$ cat config.mk
export PLATFORM = sky130hd
export DESIGN_NAME = tomasulo_cdb_sch
export DESIGN_NICKNAME = d
export VERILOG_FILES = /design/src/rtl/tomasulo_pkg.sv /design/src/rtl/tomasulo_cdb_sch.sv
export SDC_FILE = /design/constraint.sdc
export NUM_CORES = 1
export LEC_CHECK = 0
export BUFFER_PORTS_ARGS = -buffer_cell sky130_fd_sc_hd__buf_2
export CORE_ASPECT_RATIO = 1.1
export CORE_UTILIZATION = 43
export CTS_CLUSTER_DIAMETER = 200
export DETAILED_ROUTE_END_ITERATION = 7
export HOLD_SLACK_MARGIN = 0.12
export PLACE_DENSITY = 0.73
export SLEW_MARGIN = 10
export SYNTH_ARGS = -nofsm -noshare
export SYNTH_HDL_FRONTEND = slang
export SYNTH_SLANG_ARGS = --single-unit
export TNS_END_PERCENT = 30
$ cat constraint.sdc
create_clock -name clk -period 2.4 [get_ports clk]
set_input_delay 0.12 -clock clk [delete_from_list [all_inputs] [get_ports clk]]
set_output_delay 0.12 -clock clk [all_outputs]
set_load 0.05 [all_outputs]
$ cat src/rtl/tomasulo_pkg.sv
// rtl/tomasulo_pkg.sv - shared Tomasulo types and default sizing constants
package tomasulo_pkg;

  localparam int CDB_N     = 4;
  localparam int CDB_SCH_W = 8;
  localparam int CDB_OWN_W = $clog2(CDB_N);

  typedef logic [CDB_SCH_W-1:0] cdb_sch_t;
  typedef logic [CDB_OWN_W-1:0] cdb_own_t;

endpackage

$ cat src/rtl/tomasulo_cdb_sch.sv
// rtl/tomasulo_cdb_sch.sv - books future CDB slots for fixed-latency FUs
// and publishes the booking vector plus the owner of the current CDB slot.
module tomasulo_cdb_sch
  import tomasulo_pkg::*;
#(
  parameter int N         = CDB_N,
  parameter int SCH_W     = CDB_SCH_W,
  parameter int LAT [N]   = '{1, 2, 2, 4},
  localparam int OWN_W    = (N > 1) ? $clog2(N) : 1,
  localparam int CNT_W    = $clog2(SCH_W) + 1
) (
  input  logic             clk,
  input  logic             rst,
  input  logic [N-1:0]     cdb_req,
  output logic [N-1:0]     cdb_gnt,
  output logic [SCH_W-1:0] sch_r,
  output logic             cdb_own_vld_r,
  output logic [OWN_W-1:0] cdb_own_r,
  output logic [CNT_W-1:0] busy_cnt_r
);

  for (genvar i = 0; i < N; i++) begin : g_lat_chk
    if (LAT[i] < 0 || LAT[i] + 2 > SCH_W) begin : g_bad
      $error("tomasulo_cdb_sch: LAT[%0d]=%0d does not fit SCH_W=%0d", i, LAT[i], SCH_W);
    end
  end

  logic [OWN_W-1:0] own_r [SCH_W];
  logic [OWN_W-1:0] ptr_r;
  logic [OWN_W-1:0] ptr_nxt;
  logic [N-1:0]     gnt;
  logic [SCH_W-1:1] claim;
  logic [OWN_W-1:0] claim_own [1:SCH_W-1];
  logic [SCH_W-1:0] sch_nxt;
  logic [CNT_W-1:0] busy_nxt;

  // Rotated walk: step s visits station (ptr_r+s) mod N; the inner match keeps
  // every slot index a constant so each station only looks at its own target.
  always_comb begin
    logic hit;
    hit     = 1'b0;
    gnt     = '0;
    claim   = '0;
    ptr_nxt = ptr_r;
    for (int k = 1; k < SCH_W; k++) claim_own[k] = '0;
    for (int s = 0; s < N; s++) begin
      for (int j = 0; j < N; j++) begin
        if (j == (int'(ptr_r) + s) % N) begin
          if (cdb_req[j] && !sch_r[LAT[j]+1] && !claim[LAT[j]+1]) begin
            gnt[j]                = 1'b1;
            claim[LAT[j]+1]       = 1'b1;
            claim_own[LAT[j]+1]   = OWN_W'(j);
            if (!hit) begin
              hit     = 1'b1;
              ptr_nxt = OWN_W'((j + 1) % N);
            end
          end
        end
      end
    end
  end

  always_comb begin
    sch_nxt = '0;
    for (int k = 0; k < SCH_W - 1; k++) sch_nxt[k] = sch_r[k+1] | claim[k+1];
  end

  always_comb begin
    busy_nxt = '0;
    for (int k = 0; k < SCH_W; k++) busy_nxt = busy_nxt + CNT_W'(sch_nxt[k]);
  end

  // Stations may still be requesting while reset is held; never grant then.
  assign cdb_gnt       = rst ? gnt : '0;
  assign cdb_own_vld_r = sch_r[0];
  assign cdb_own_r     = own_r[0];

  always_ff @(posedge clk or negedge rst) begin
    if (!rst) begin
      sch_r      <= '0;
      busy_cnt_r <= '0;
      ptr_r      <= '0;
    end else begin
      sch_r      <= sch_nxt;
      busy_cnt_r <= busy_nxt;
      ptr_r      <= ptr_nxt;
    end
  end

  always_ff @(posedge clk or negedge rst) begin
    if (!rst) begin
      for (int k = 0; k < SCH_W; k++) own_r[k] <= '0;
    end else begin
      for (int k = 0; k < SCH_W - 1; k++)
        own_r[k] <= claim[k+1] ? claim_own[k+1] : own_r[k+1];
      own_r[SCH_W-1] <= '0;
    end
  end

endmodule

==> summary.md <==
| Metric | Value |
|---|---|
| Status | `finished clean` |
| R2R Setup Slk | `0.40 ns` |
| Post-route DRC | `0` |
| Final Hold Viols | `0` |
| Final Non-Filler Cells | `between 90 and 100` |
| Worst Reg-to-Reg Cells | `4` |
| Worst r2r dst | `busy_cnt_r[1]` |
| Cts bufs inserted | `3` |
| Max Slew Vio Count | `0` |
| Die W | `40.8 um` |
| Via count | `between 400 and 500` |
| EDFF count, synth | `0` |
| Fin nets | `just under 90` |
| Post-synth ARST share | `1.00` |
| Number of DRC markers in iteration 0 | `2` |
| Fin Setup TNS | `0 ns` |
| Core Region | `between 1500 and 2000 um^2` |
| PortBufs | `20` |
| M1 WL | `492 um` |
| Post-synthesis cell count | `60` |
| Initial antenna violation count | `0` |
| Yosys top cell area share | `0.561` |
| Minimum clock period | `between 2 and 2.5 ns` |
| DR vias/cell | `around 5` |
| # fillers | `about 160` |
| Setup crit start | `cdb_req[0]` |
| # IOs | `25` |
| Crit path required time | `2.56 ns` |
| Die ar. | `around 1800 um^2` |
| Power per standard cell area | `approximately 750 nW/um^2` |
| Fraction of layout cells with a size suffix above 1 | `0.321` |
| RSZ-0062 raised after global routing | `false` |
| Largest net degree at the start of global routing | `19` |
| Pre-antenna DRT Iters | `2` |
| Antenna Nets Post-Route | `0` |
| Mapped Area | `713 um^2` |
| FF/Latch Area | `400 um^2` |
| Hpwl dp | `between 800 and 900 um` |
| Number of global-route vias before repair | `approximately 430` |
| Syn avg cell area | `around 12 um^2` |
| Routed length on met2 | `559 um` |
| Largest area contributor in the netlist | `dfrtp_1` |
| Pleak | `0.000381 uW` |
| # rows | `15` |
| #FFs+latches synth | `16` |
| Setup Skew | `around 0.0067 ns` |
| Worst-Skew Late Latency | `around 0.27 ns` |
| HP Class | `input port to flip-flop` |
| Clk buf depth | `2` |
| H-tree level count | `1` |
| Sequential area share after synthesis | `0.561` |
| First-pass GRT wire length | `between 1.5 and 2 mm` |
| Worst Hold Endpoint | `own_r[10]` |
| Synth warn | `0` |
| Met3 routed WL | `around 66 um` |
| CTS Root Cell | `clkbuf_4` |
| GRT Total Usage | `0.153` |
| CTS tree | `built` |
| Die height | `between 40 and 50 um` |
| GR Overflow Total | `0` |
| Top FF cell, synth | `dfrtp_1` |
| Initial core utilization | `0.458` |
| Endpoints failing setup | `0` |
| Drt wl/cell | `around 12 um` |
| DR top layer | `met3` |
| Synth area leaders | `dfrtp_1, buf_4, fa_1` |
| Critical path arrival | `~2.2 ns` |
| Netlist cell types | `21` |
| CP Capture Type | `flip-flop` |
| Layout Area Growth over Synthesis | `14.9%` |
| Worst-path clk slew | `0.09 ns` |
| Critical path launch point type | `input port` |
| TritonCTS sink count | `16` |
| Reg-to-reg critical path startpoint | `sch_r[2]` |
| Final Routed Wirelength | `around 1.1 mm` |
| Min-Delay Startpoint | `cdb_req[1]` |
| F_max | `a little under 500 MHz` |
| Peak VDD IR | `0.000314 V` |
| Maximum fanout along the worst path | `4` |
| Multi-input logic area | `~230 um^2` |
| Placed Cells | `89` |
| Critical path class | `input port to flip-flop` |
| Max cap viols | `0` |
| # diodes | `0` |
| Hold depth | `2` |
| RD Place Congestion | `between 0.7 and 0.8` |
| Crit share post-route | `0.858` |
cell usage after synthesis (2+ instances only):
cell and count:
dfrtp_1 16, buf_4 10, nor3b_1 5, inv_1 3
nor2_1 3, o21ai_1 3, a21o_1 2, and2_1 2
fa_1 2, nand2b_1 2, nand3_1 2
kinds of logic after synthesis:
logic type               count (synthesis)  share of synthesized area
AO/OA/AOI/OAI                            8                     0.0737
buffers and inverters                   14                      0.126
adder cells (fa/ha/maj)                  3                     0.0737
flip-flops                              16                      0.561
other                                    1                    0.00526
AND/OR/NAND/NOR                         18                      0.160
report_power, final:
part           leakage, uW  switching, uW  internal [uW]  total (uW)
registers         0.000175           21.2            300         321
logic             0.000192            116           44.2         161
clock network    0.0000138           75.6           58.0         134
total             0.000381            213            402         615
worst max path at each step:
stage,slack [ns],cells after the start,to
after CTS,0.35,6,busy_cnt_r[1]
final,0.34,6,busy_cnt_r[1]
after detailed placement,0.42,4,busy_cnt_r[1]
after global placement,0.45,4,busy_cnt_r[1]
after global routing,0.29,6,busy_cnt_r[1]
after floorplan,0.22,4,busy_cnt_r[1]
worst max-delay path, stage by stage:
cell and delay, ns:
dlygate4sd3_1 0.53, buf_2 0.13, or2_2 0.29, fa_1 0.46, fa_1 0.40, ha_1 0.29
registers in the layout, indices dropped and copies added (netlist names):
name and count:
busy_cnt_r 3, cdb_own_r 2, own_r 6, ptr_r 2, sch_r 3
through the flow:
stage                     instance area, um^2  power [uW]   util  hold slack, ns  worst slack (ns)
after floorplan                           724         457      -          -0.176             0.215
after global placement                    767         481  0.492          0.0604             0.449
after detailed placement                  767         483  0.492          0.0644             0.422
after CTS                                 820         619  0.526           0.123             0.349
after global routing                      820         653  0.526           0.134             0.290
final                                     820         615  0.526           0.129             0.340
cell usage in the layout, fill, tap and decap left out:
master	synthesis	final
a21o_1	2	2
a21oi_1	1	1
a21oi_2	1	1
and2_1	2	2
and4b_1	1	1
buf_2	0	20
clkbuf_4	0	3
conb_1	1	4
dfrtp_1	16	16
dlygate4sd3_1	0	3
fa_1	2	2
ha_1	1	1
inv_1	3	3
nand2b_1	2	2
nand3_1	2	2
nand3b_1	1	1
nor2_1	3	3
nor3b_1	5	5
o21ai_1	3	3
o31a_1	1	1
or2_2	1	1
or3_1	1	1
cell type report:
type                            instances  share of cell area
Clock buffer                            3              0.0275
Inverter                                3              0.0137
Multi-Input combinational cell         33               0.285
Sequential cell                        16               0.489
Tap cell                               17              0.0260
Timing Repair Buffer                   23               0.159
routing by layer:
layer,vias to the layer above,GRT usage
li1,222,-
met1,229,0.181
met2,17,0.253
met3,0,0.0443
met4,0,0.0600
met5,-,0
repair_timing:
item                                    4_1_cts  5_1_grt
hold buffers                                  3        0
endpoints found under the setup margin        0        0
setup buffers                                 0        0
endpoints found under the hold margin        18        0
gates resized for setup                       0        0
Note: power is estimated with default switching activity, not from simulation.
